**src/rtl/dmem_lsu_ctrl.sv**
```systemverilog
// Load/store sequencer for a word-wide data memory with a single write enable.
// Sub-word stores are read-modify-write; define DMEM_ALIGN_CHECK_EN to reject misaligned h/hu/w.
module dmem_lsu_ctrl #(
  parameter int ADDR_W    = 32,
  parameter int MEM_BYTES = 1024
) (
  input  logic              clk,
  input  logic              rst,
  input  logic              req_i,
  output logic              ready_o,
  input  logic              we_i,
  input  logic [2:0]        size_i,
  input  logic [ADDR_W-1:0] addr_i,
  input  logic [31:0]       wdata_i,
  output logic              done_o,
  output logic              err_o,
  output logic [31:0]       rdata_o,
  output logic              mem_we,
  output logic [ADDR_W-1:0] mem_addr,
  output logic [31:0]       mem_wdata,
  input  logic [31:0]       mem_rdata
);

  localparam logic [2:0] SZ_B  = 3'b000;
  localparam logic [2:0] SZ_H  = 3'b001;
  localparam logic [2:0] SZ_W  = 3'b010;
  localparam logic [2:0] SZ_BU = 3'b100;
  localparam logic [2:0] SZ_HU = 3'b101;
  localparam logic [ADDR_W-1:0] MEM_LIMIT = ADDR_W'(MEM_BYTES);

  typedef enum logic [1:0] {IDLE, ACCESS, WRITE, RESP} state_t;

  state_t      state;
  logic        we_q;
  logic [2:0]  size_q;
  logic [1:0]  lane_q;
  logic [15:0] wdata_q;
  logic        mem_we_q;

  logic        size_bad;
  logic        store_bad;
  logic        range_bad;
  logic        align_bad;
  logic        req_illegal;
  logic        word_store;
  logic [7:0]  ld_byte;
  logic [15:0] ld_half;
  logic [31:0] ld_ext;
  logic [31:0] st_merge;

  // Reset must kill a write in the same cycle, so the enable is gated combinationally.
  assign mem_we = mem_we_q & ~rst;

  always_comb begin
    size_bad   = (size_i == 3'b011) || (size_i == 3'b110) || (size_i == 3'b111);
    store_bad  = we_i && size_i[2];
    range_bad  = addr_i >= MEM_LIMIT;
`ifdef DMEM_ALIGN_CHECK_EN
    align_bad  = ((size_i[1:0] == 2'b01) && addr_i[0]) ||
                 ((size_i == SZ_W) && (addr_i[1:0] != 2'b00));
`else
    align_bad  = 1'b0;
`endif
    req_illegal = size_bad | store_bad | range_bad | align_bad;
    word_store  = we_i && (size_i == SZ_W);
  end

  always_comb begin
    case (lane_q)
      2'd0:    ld_byte = mem_rdata[7:0];
      2'd1:    ld_byte = mem_rdata[15:8];
      2'd2:    ld_byte = mem_rdata[23:16];
      default: ld_byte = mem_rdata[31:24];
    endcase
    ld_half = lane_q[1] ? mem_rdata[31:16] : mem_rdata[15:0];
    case (size_q)
      SZ_B:    ld_ext = {{24{ld_byte[7]}}, ld_byte};
      SZ_BU:   ld_ext = {24'h0, ld_byte};
      SZ_H:    ld_ext = {{16{ld_half[15]}}, ld_half};
      SZ_HU:   ld_ext = {16'h0, ld_half};
      default: ld_ext = mem_rdata;
    endcase
  end

  // Only sizes 000 (byte) and 001 (half) reach the merge path.
  always_comb begin
    st_merge = mem_rdata;
    if (size_q[0] == 1'b0) begin
      case (lane_q)
        2'd0:    st_merge[7:0]   = wdata_q[7:0];
        2'd1:    st_merge[15:8]  = wdata_q[7:0];
        2'd2:    st_merge[23:16] = wdata_q[7:0];
        default: st_merge[31:24] = wdata_q[7:0];
      endcase
    end else if (lane_q[1]) begin
      st_merge[31:16] = wdata_q;
    end else begin
      st_merge[15:0]  = wdata_q;
    end
  end

  always_ff @(posedge clk) begin
    if (rst) begin
      state     <= IDLE;
      ready_o   <= 1'b1;
      done_o    <= 1'b0;
      err_o     <= 1'b0;
      rdata_o   <= 32'h0;
      mem_we_q  <= 1'b0;
      mem_addr  <= '0;
      mem_wdata <= 32'h0;
      we_q      <= 1'b0;
      size_q    <= 3'b000;
      lane_q    <= 2'b00;
      wdata_q   <= 16'h0;
    end else begin
      case (state)
        IDLE: begin
          if (req_i && ready_o) begin
            we_q    <= we_i;
            size_q  <= size_i;
            lane_q  <= addr_i[1:0];
            wdata_q <= wdata_i[15:0];
            ready_o <= 1'b0;
            if (req_illegal) begin
              state  <= RESP;
              done_o <= 1'b1;
              err_o  <= 1'b1;
            end else begin
              state     <= ACCESS;
              mem_addr  <= {addr_i[ADDR_W-1:2], 2'b00};
              mem_we_q  <= word_store;
              mem_wdata <= word_store ? wdata_i : 32'h0;
            end
          end
        end
        ACCESS: begin
          if (!we_q) begin
            rdata_o  <= ld_ext;
            mem_addr <= '0;
            done_o   <= 1'b1;
            state    <= RESP;
          end else if (size_q == SZ_W) begin
            mem_we_q  <= 1'b0;
            mem_wdata <= 32'h0;
            mem_addr  <= '0;
            done_o    <= 1'b1;
            state     <= RESP;
          end else begin
            mem_wdata <= st_merge;
            mem_we_q  <= 1'b1;
            state     <= WRITE;
          end
        end
        WRITE: begin
          mem_we_q  <= 1'b0;
          mem_wdata <= 32'h0;
          mem_addr  <= '0;
          done_o    <= 1'b1;
          state     <= RESP;
        end
        RESP: begin
          done_o  <= 1'b0;
          err_o   <= 1'b0;
          ready_o <= 1'b1;
          state   <= IDLE;
        end
        default: state <= IDLE;
      endcase
    end
  end

endmodule

```
**config.mk**
```make
export PLATFORM = sky130hd
export DESIGN_NAME = dmem_lsu_ctrl
export DESIGN_NICKNAME = d
export VERILOG_FILES = /design/src/rtl/dmem_lsu_ctrl.sv
export SDC_FILE = /design/constraint.sdc
export NUM_CORES = 1
export LEC_CHECK = 0
export ABC_AREA = 1
export BUFFER_PORTS_ARGS = -buffer_cell sky130_fd_sc_hd__buf_2
export CAP_MARGIN = 15
export CORE_MARGIN = 8
export CORE_UTILIZATION = 48
export DETAILED_ROUTE_END_ITERATION = 12
export PLACE_DENSITY = 0.78
export SYNTH_ARGS = -nofsm -noshare
export SYNTH_HDL_FRONTEND = slang
export SYNTH_SLANG_ARGS = --single-unit
```
**constraint.sdc**
```tcl
create_clock -name clk -period 2 [get_ports clk]
set_input_delay 0 -clock clk [delete_from_list [all_inputs] [get_ports clk]]
set_output_delay 0 -clock clk [all_outputs]
set_load 0.005 [all_outputs]
```
==> run_summary.xml, run 1 <==
<?xml version="1.0" encoding="UTF-8"?>
<metrics>
  <group name="outcome">
    <metric name="run_status" unit="">finished clean</metric>
  </group>
  <group name="die">
    <metric name="floorplan.initialDensity" unit="">0.484</metric>
    <metric name="placement_rows" unit="">44</metric>
    <metric name="dieArea" unit="um^2">18600</metric>
    <metric name="coreArea" unit="um^2">14400</metric>
    <metric name="dieWidth" unit="um">136</metric>
    <metric name="io-pin-count" unit="">203</metric>
    <metric name="die_height" unit="um">136</metric>
  </group>
  <group name="power_and_ir_drop">
    <metric name="intPower" unit="uW">7610</metric>
    <metric name="largest_vdd_supply_drop" unit="V">0.00102</metric>
    <metric name="pwr_density_cell" unit="nW/um^2">1440</metric>
    <metric name="p_leak" unit="uW">0.00490</metric>
    <metric name="share_of_total_power_in_sequential_cells" unit="">0.270</metric>
    <metric name="share_clk_of_total_power" unit="">0.242</metric>
    <metric name="p_sw" unit="uW">5860</metric>
    <metric name="power.combinational.fraction" unit="">0.488</metric>
    <metric name="sw_ratio" unit="">0.435</metric>
    <metric name="sum_of_internal_switching_and_leakage_power" unit="uW">13500</metric>
  </group>
  <group name="synth">
    <metric name="most_common_flop_cell_mapped_by_yosys" unit="">sky130_fd_sc_hd__dfxtp_1</metric>
    <metric name="yosys.area_share.adder" unit="">0.00899</metric>
    <metric name="ys.warnings.count" unit="">0</metric>
    <metric name="main_combinational_cell_family_by_area_after_synthesis" unit="">simple AND/OR/NAND/NOR gates</metric>
    <metric name="yosys.area_share.simple" unit="">0.381</metric>
    <metric name="synthDominantAreaCellType" unit="">sky130_fd_sc_hd__dfxtp_1</metric>
    <metric name="register_area_share_after_synthesis" unit="">0.351</metric>
    <metric name="synth_cell_type_count" unit="">37</metric>
    <metric name="synth_compound_gate_area_share" unit="">0.140</metric>
    <metric name="syn-cell-area" unit="um^2">6960</metric>
    <metric name="synth.area.top_cells" unit="">sky130_fd_sc_hd__dfxtp_1 (35%), sky130_fd_sc_hd__nand2_1 (16%), sky130_fd_sc_hd__nor2_1 (14%)</metric>
    <metric name="netlist.area_leader.share" unit="">0.351</metric>
    <metric name="async_reset_ff_frac" unit="">0</metric>
    <metric name="synth-xor-area-share" unit="">0</metric>
    <metric name="synth_cells" unit="">1156</metric>
    <metric name="flip_flop_and_latch_count_after_synthesis" unit="">122</metric>
    <metric name="synth_edf_count" unit="">0</metric>
    <metric name="avg_inst_size_synth" unit="um^2">6.02</metric>
    <metric name="mux_share_of_post_synthesis_cell_area" unit="">0</metric>
  </group>
  <group name="worst_setup_path">
    <metric name="worst_ep_required_time" unit="ps">2310</metric>
    <metric name="sort_of_element_at_the_end_of_the_critical_path" unit="">flop</metric>
    <metric name="worstRegToRegCells" unit="">11</metric>
    <metric name="timing_worst_setup_path_type" unit="">reg2reg</metric>
    <metric name="r2r_slack" unit="ps">140</metric>
    <metric name="critical_path.reg2reg.startpoint" unit="">state[1]$_SDFFE_PP0N_</metric>
    <metric name="regToRegEndpoint" unit="">mem_wdata[22]$_SDFFE_PP0P_</metric>
    <metric name="critical_path_arrival" unit="ps">2170</metric>
    <metric name="cp-start-kind" unit="">flop</metric>
    <metric name="worst_path_fanout_max" unit="">17</metric>
  </group>
  <group name="min_path">
    <metric name="worst_hold_path.num_cells" unit="">5</metric>
    <metric name="timing.hold.worst.start" unit="">mem_rdata[15]</metric>
    <metric name="hold_path.class" unit="">in2reg</metric>
    <metric name="worst_hold_path.endpoint" unit="">rdata_o[15]$_SDFFE_PP0P_</metric>
  </group>
  <group name="clocking">
    <metric name="clk_path_buf_depth" unit="">2</metric>
    <metric name="numClockSinks" unit="">122</metric>
    <metric name="clockRootBuffer" unit="">sky130_fd_sc_hd__clkbuf_16</metric>
    <metric name="cts-htree-levels" unit="">4</metric>
    <metric name="clk_transition_reported_paths" unit="ps">60</metric>
    <metric name="insertion_delay" unit="ps">430</metric>
    <metric name="cts_made_buffers" unit="">17</metric>
    <metric name="tritoncts_clock_tree" unit="">done</metric>
  </group>
  <group name="flow_run">
    <metric name="drv.max_cap_violation_count" unit="">0</metric>
  </group>
  <group name="finish">
    <metric name="final_net_count" unit="">1500</metric>
    <metric name="mostFrequentLayoutCell" unit="">sky130_fd_sc_hd__nand2_1</metric>
    <metric name="mostFrequentLayoutCells" unit="">sky130_fd_sc_hd__nand2_1 (291), sky130_fd_sc_hd__nor2_1 (261), sky130_fd_sc_hd__buf_2 (200)</metric>
    <metric name="final_layout_size_suffix_gt1_frac" unit="">0.204</metric>
    <metric name="fin_util" unit="">0.651</metric>
    <metric name="layout-area-overhead-vs-synth" unit="%">34.6</metric>
    <metric name="num_antenna_cells" unit="">0</metric>
  </group>
  <group name="timing">
    <metric name="tightestPinTransition" unit="ps">550</metric>
    <metric name="finalMaxSlewViolations" unit="">0</metric>
    <metric name="hold_viol_final" unit="">0</metric>
    <metric name="tns" unit="ps">0</metric>
    <metric name="final.setup_skew" unit="ps">12.3</metric>
    <metric name="post-route-period-util" unit="">0.928</metric>
    <metric name="worst_slew_margin_rel" unit="">0.633</metric>
    <metric name="clock.fmax" unit="MHz">539</metric>
    <metric name="finalCriticalPeriod" unit="ps">1860</metric>
    <metric name="setup-violations-final" unit="">0</metric>
  </group>
  <group name="global_routing">
    <metric name="grt_start_max_net_pins" unit="">67</metric>
    <metric name="grt_overflow" unit="">0</metric>
    <metric name="grt_first_pass_wirelength" unit="mm">38.9</metric>
    <metric name="antenna_violations_before_repair" unit="">0</metric>
    <metric name="grt_pass1_vias" unit="">7699</metric>
    <metric name="grt_util_all_layers" unit="">0.264</metric>
  </group>
  <group name="placed_design">
    <metric name="gpl.final_weighted_congestion" unit="">0.977</metric>
    <metric name="io_buffer_count" unit="">200</metric>
    <metric name="dpl.hpwl" unit="mm">17.9</metric>
  </group>
  <group name="drt">
    <metric name="routedWlPerCell" unit="um">15.9</metric>
    <metric name="detail-route-antenna-nets" unit="">0</metric>
    <metric name="drc_errors" unit="">0</metric>
    <metric name="drt-vias-per-instance" unit="">5.20</metric>
    <metric name="finalWirelength" unit="mm">25.2</metric>
    <metric name="drtPass1Iterations" unit="">6</metric>
    <metric name="routed-via-count" unit="">8255</metric>
    <metric name="drt_iter0_drc" unit="">811</metric>
  </group>
</metrics>
==> timing repair <==
item / CTS / global route
setup endpoints to repair: 0 / 26
hold buffers: 55 / 0
endpoints found under the hold margin: 55 / 0
buffers inserted: 0 / 2
resized for setup: 0 / 1
==> power by group through the flow <==
stage,Sequential (uW),Combinational [uW],Clock (uW)
floorplan,3560,4480,0
global placement,3640,6220,0
detailed placement,3660,6320,0
CTS,3620,6440,3300
global route,3710,7350,3400
finish,3630,6570,3260
==> worst max-delay path, stage by stage (launching register included) <==
cell                      delay [ps]
sky130_fd_sc_hd__dfxtp_1         370
sky130_fd_sc_hd__inv_1           130
sky130_fd_sc_hd__ha_4            310
sky130_fd_sc_hd__inv_1            70
sky130_fd_sc_hd__nand4_1          90
sky130_fd_sc_hd__buf_4           160
sky130_fd_sc_hd__buf_12          160
sky130_fd_sc_hd__nor2_1           50
sky130_fd_sc_hd__a21oi_1         160
sky130_fd_sc_hd__nand3_1         110
sky130_fd_sc_hd__nand2_1          90
sky130_fd_sc_hd__nor2_1           50
==> registers in the layout (all words and copies together), names as in the netlist <==
name	flops
mem_wdata	32
rdata_o	32
mem_addr	30
wdata_q	16
size_q	3
lane_q	2
state	2
done_o	1
err_o	1
mem_we_q	1
ready_o	1
we_q	1
==> synthesized netlist by cell type, types with 6 or more instances <==
| cell type | n |
|---|---|
| sky130_fd_sc_hd__nand2_1 | 291 |
| sky130_fd_sc_hd__nor2_1 | 262 |
| sky130_fd_sc_hd__dfxtp_1 | 122 |
| sky130_fd_sc_hd__a21oi_1 | 114 |
| sky130_fd_sc_hd__inv_1 | 114 |
| sky130_fd_sc_hd__nand3_1 | 81 |
| sky130_fd_sc_hd__o21ai_0 | 50 |
| sky130_fd_sc_hd__clkbuf_1 | 27 |
| sky130_fd_sc_hd__buf_2 | 21 |
| sky130_fd_sc_hd__o211ai_1 | 12 |
| sky130_fd_sc_hd__buf_4 | 9 |
| sky130_fd_sc_hd__buf_1 | 6 |
| sky130_fd_sc_hd__buf_6 | 6 |
==> routing by layer <==
layer,global-route usage,vias to the layer above,share of wire
met2,0.429,396,0.47
met3,0.0613,71,0.084
li1,-,4086,-
met4,0.138,0,0.041
met5,0,-,0
met1,0.320,3702,0.41
==> stage by stage <==
step,worst slack [ps],std cells,hold WS [ps],cell area (um^2)
floorplan,137,1157,184,6960
CTS,109,1586,32.0,9300
finish,143,1589,47.4,9360
global placement,212,1499,292,8120
global route,-8.48,1589,63.1,9360
detailed placement,142,1499,299,8120
==> kinds of logic (layout without fill, tap and decap cells) <==
family / count (synthesis) / in the layout
fa+ha+maj: 5 / 5
compound gates: 185 / 185
other cells: 1 / 2
buf+inv: 189 / 437
flops: 122 / 122
simple gates: 654 / 654
==> cell type report <==
class,count,area (um^2)
clock buffer,18,439
clock inverter,14,184
sequential,122,2440
fill,1344,5010
timing repair buffer,285,1880
tap,184,230
multi-input combinational,846,3720
inverter,120,458
==> worst max path at each step <==
| stage | slack (ps) | to | from |
|---|---|---|---|
| 2_1_floorplan | 140 | mem_wdata[23]$_SDFFE_PP0P_ | state[0]$_SDFFE_PP0N_ |
| 3_3_place_gp | 210 | rdata_o[29]$_SDFFE_PP0P_ | state[0]$_SDFFE_PP0N_ |
| 3_5_place_dp | 140 | rdata_o[16]$_SDFFE_PP0P_ | state[1]$_SDFFE_PP0N_ |
| 4_1_cts | 110 | rdata_o[17]$_SDFFE_PP0P_ | state[1]$_SDFFE_PP0N_ |
| 5_1_grt | -8 | mem_wdata[22]$_SDFFE_PP0P_ | state[1]$_SDFFE_PP0N_ |
| 6_report | 140 | mem_wdata[22]$_SDFFE_PP0P_ | state[1]$_SDFFE_PP0N_ |
(Power assumes the default switching activity.)
==> inputs of run 2 (changes only) <==
Settings changed: REMOVE_ABC_BUFFERS set to 1.
==> run 2 against run 1 <==
Against the previous run:
- sequential cell count is the same
- non-clock buffer count grew 8
- hold slack lost 36 ps
- largest cell class unchanged
- critical path depth is the same
- largest power group unchanged
- die area is the same
- core utilization grew 0.79 points
- first-iteration DRC count shrank 15%
- highest routed layer unchanged
==> run_summary.xml, run 2 (same netlist as run 1, synthesis figures left out) <==
<?xml version="1.0" encoding="UTF-8"?>
<metrics>
  <group name="worst_setup_path">
    <metric name="r2r_slack" unit="ps">140</metric>
    <metric name="crit_path_start" unit="">state[1]$_SDFFE_PP0N_</metric>
    <metric name="worst_path_fanout_max" unit="">15</metric>
    <metric name="timing_worst_setup_path_type" unit="">reg2reg</metric>
    <metric name="worstRegToRegCells" unit="">11</metric>
    <metric name="cp-start-kind" unit="">flop</metric>
    <metric name="critical_path.reg2reg.startpoint" unit="">state[1]$_SDFFE_PP0N_</metric>
    <metric name="worst_ep_required_time" unit="ps">2320</metric>
    <metric name="sort_of_element_at_the_end_of_the_critical_path" unit="">flop</metric>
    <metric name="critical_path_arrival" unit="ps">2190</metric>
    <metric name="regToRegEndpoint" unit="">rdata_o[25]$_SDFFE_PP0P_</metric>
  </group>
  <group name="power_and_ir_drop">
    <metric name="intPower" unit="uW">7990</metric>
    <metric name="sw_ratio" unit="">0.422</metric>
    <metric name="sum_of_internal_switching_and_leakage_power" unit="uW">13800</metric>
    <metric name="p_leak" unit="uW">0.00494</metric>
    <metric name="largest_vdd_supply_drop" unit="V">0.000918</metric>
    <metric name="power.combinational.fraction" unit="">0.492</metric>
    <metric name="p_sw" unit="uW">5830</metric>
    <metric name="share_clk_of_total_power" unit="">0.246</metric>
    <metric name="share_of_total_power_in_sequential_cells" unit="">0.261</metric>
    <metric name="pwr_density_cell" unit="nW/um^2">1460</metric>
  </group>
  <group name="drt">
    <metric name="drc_errors" unit="">0</metric>
    <metric name="detail-route-antenna-nets" unit="">0</metric>
    <metric name="drt-vias-per-instance" unit="">5.15</metric>
    <metric name="drtPass1Iterations" unit="">5</metric>
    <metric name="finalWirelength" unit="mm">24.7</metric>
    <metric name="drt_iter0_drc" unit="">693</metric>
    <metric name="routedWlPerCell" unit="um">15.4</metric>
    <metric name="top_layer_used" unit="">met4</metric>
    <metric name="dr_wl_met2" unit="mm">11.3</metric>
    <metric name="met3_wirelength" unit="mm">2.57</metric>
    <metric name="routed-via-count" unit="">8225</metric>
    <metric name="drt-met1-wl" unit="mm">10.1</metric>
  </group>
  <group name="global_routing">
    <metric name="grt_pass1_vias" unit="">7726</metric>
    <metric name="grt_start_max_net_pins" unit="">79</metric>
    <metric name="grt_first_pass_wirelength" unit="mm">38.8</metric>
    <metric name="antenna_violations_before_repair" unit="">0</metric>
    <metric name="grt_overflow" unit="">0</metric>
    <metric name="grt_util_all_layers" unit="">0.262</metric>
  </group>
  <group name="die">
    <metric name="io-pin-count" unit="">203</metric>
    <metric name="coreArea" unit="um^2">14400</metric>
    <metric name="placement_rows" unit="">44</metric>
    <metric name="floorplan.initialDensity" unit="">0.484</metric>
    <metric name="dieArea" unit="um^2">18600</metric>
    <metric name="dieWidth" unit="um">136</metric>
    <metric name="die_height" unit="um">136</metric>
  </group>
  <group name="finish">
    <metric name="mostFrequentLayoutCells" unit="">sky130_fd_sc_hd__nand2_1 (291), sky130_fd_sc_hd__nor2_1 (261), sky130_fd_sc_hd__buf_2 (200)</metric>
    <metric name="mostFrequentLayoutCell" unit="">sky130_fd_sc_hd__nand2_1</metric>
    <metric name="num_antenna_cells" unit="">0</metric>
    <metric name="layout-area-overhead-vs-synth" unit="%">36.2</metric>
    <metric name="final_net_count" unit="">1508</metric>
    <metric name="top_regs" unit="">mem_wdata: 32 flops, rdata_o: 32 flops, mem_addr: 30 flops</metric>
    <metric name="fin_util" unit="">0.659</metric>
    <metric name="final_layout_size_suffix_gt1_frac" unit="">0.207</metric>
    <metric name="fillCellCount" unit="">1267</metric>
  </group>
  <group name="timing">
    <metric name="postLayoutSetupSlackWorst" unit="ps">139</metric>
    <metric name="post-route-period-util" unit="">0.931</metric>
    <metric name="hold_viol_final" unit="">0</metric>
    <metric name="clock.fmax" unit="MHz">537</metric>
    <metric name="setup-violations-final" unit="">0</metric>
    <metric name="finalMaxSlewViolations" unit="">0</metric>
    <metric name="rsz0062_at_grt" unit="">true</metric>
    <metric name="fin_hold_ws" unit="ps">11.5</metric>
    <metric name="finalCriticalPeriod" unit="ps">1860</metric>
    <metric name="final.setup_skew" unit="ps">9.61</metric>
  </group>
  <group name="placed_design">
    <metric name="dpl.hpwl" unit="mm">16.6</metric>
    <metric name="dpl_worst_slack" unit="ps">155</metric>
    <metric name="gpl.final_weighted_congestion" unit="">0.921</metric>
    <metric name="io_buffer_count" unit="">200</metric>
  </group>
  <group name="clocking">
    <metric name="clk_path_buf_depth" unit="">2</metric>
    <metric name="clockRootBuffer" unit="">sky130_fd_sc_hd__clkbuf_16</metric>
    <metric name="numClockSinks" unit="">122</metric>
    <metric name="cts-htree-levels" unit="">4</metric>
    <metric name="clk_transition_reported_paths" unit="ps">60</metric>
    <metric name="insertion_delay" unit="ps">430</metric>
    <metric name="cts_made_buffers" unit="">17</metric>
    <metric name="tritoncts_clock_tree" unit="">done</metric>
  </group>
  <group name="min_path">
    <metric name="worst_hold_path.endpoint" unit="">rdata_o[10]$_SDFFE_PP0P_</metric>
    <metric name="timing.hold.worst.start" unit="">mem_rdata[10]</metric>
    <metric name="worst_hold_path.num_cells" unit="">5</metric>
    <metric name="hold_path.class" unit="">in2reg</metric>
  </group>
  <group name="flow_run">
    <metric name="drv.max_cap_violation_count" unit="">0</metric>
  </group>
  <group name="outcome">
    <metric name="run_status" unit="">finished clean</metric>
  </group>
</metrics>
[run 2: power groups by stage]
stage	clock [uW]	sequential (uW)	combinational, uW
floorplan	0	3740	3820
CTS	3430	3580	6640
finish	3400	3610	6810
global placement	0	3600	6400
detailed placement	0	3620	6500
global route	3540	3670	7650
[run 2: worst max path at each step]
stage                                end  slack (ps)  depth (start not counted)
2_1_floorplan  mem_wdata[0]$_SDFFE_PP0P_       -1450                          8
3_3_place_gp    rdata_o[24]$_SDFFE_PP0P_         190                         10
3_5_place_dp    rdata_o[27]$_SDFFE_PP0P_         160                         10
4_1_cts         rdata_o[25]$_SDFFE_PP0P_         100                         10
5_1_grt         rdata_o[27]$_SDFFE_PP0P_         -20                         11
6_report        rdata_o[25]$_SDFFE_PP0P_         140                         11
[run 2: worst max-delay path, stage by stage, from the launching register on]
cell and delay, ps:
sky130_fd_sc_hd__dfxtp_1 340, sky130_fd_sc_hd__inv_1 150, sky130_fd_sc_hd__ha_2 240, sky130_fd_sc_hd__inv_1 80, sky130_fd_sc_hd__nor2_4 180, sky130_fd_sc_hd__clkinvlp_4 120, sky130_fd_sc_hd__buf_4 200, sky130_fd_sc_hd__nor2_4 150
sky130_fd_sc_hd__buf_12 150, sky130_fd_sc_hd__nand2_1 60, sky130_fd_sc_hd__nand2_1 60, sky130_fd_sc_hd__inv_1 40
[run 2: through the flow]
stage / instances / setup TNS [ps] / cell area (um^2)
final: 1597 / 0 / 9470
after global routing: 1597 / -18.7 / 9470
after CTS: 1594 / 0 / 9410
after detailed placement: 1505 / 0 / 8190
after global placement: 1505 / 0 / 8190
after floorplan: 1088 / -94610 / 6600
[run 2: repair_timing]
item | CTS | global route
setup buffers | 0 | 2
resized for setup | 0 | 5
endpoints found under the hold margin | 57 | 0
hold buffers | 57 | 0
setup endpoints to repair | 0 | 35
[run 2: final cells by class]
cell class	instances	area (um^2)	share of cell area
Clock buffer	21	450	0.0475
Clock inverter	11	194	0.0205
Inverter	120	462	0.0487
Multi-Input combinational cell	846	3730	0.394
Sequential cell	122	2440	0.258
Tap cell	184	230	0.0243
Timing Repair Buffer	293	1960	0.207
[run 2: per-layer routing]
metal / vias to the layer above / global-route usage
li1: 4099 / -
met1: 3699 / 0.315
met2: 370 / 0.418
met3: 57 / 0.0953
met4: 0 / 0.101
met5: - / 0
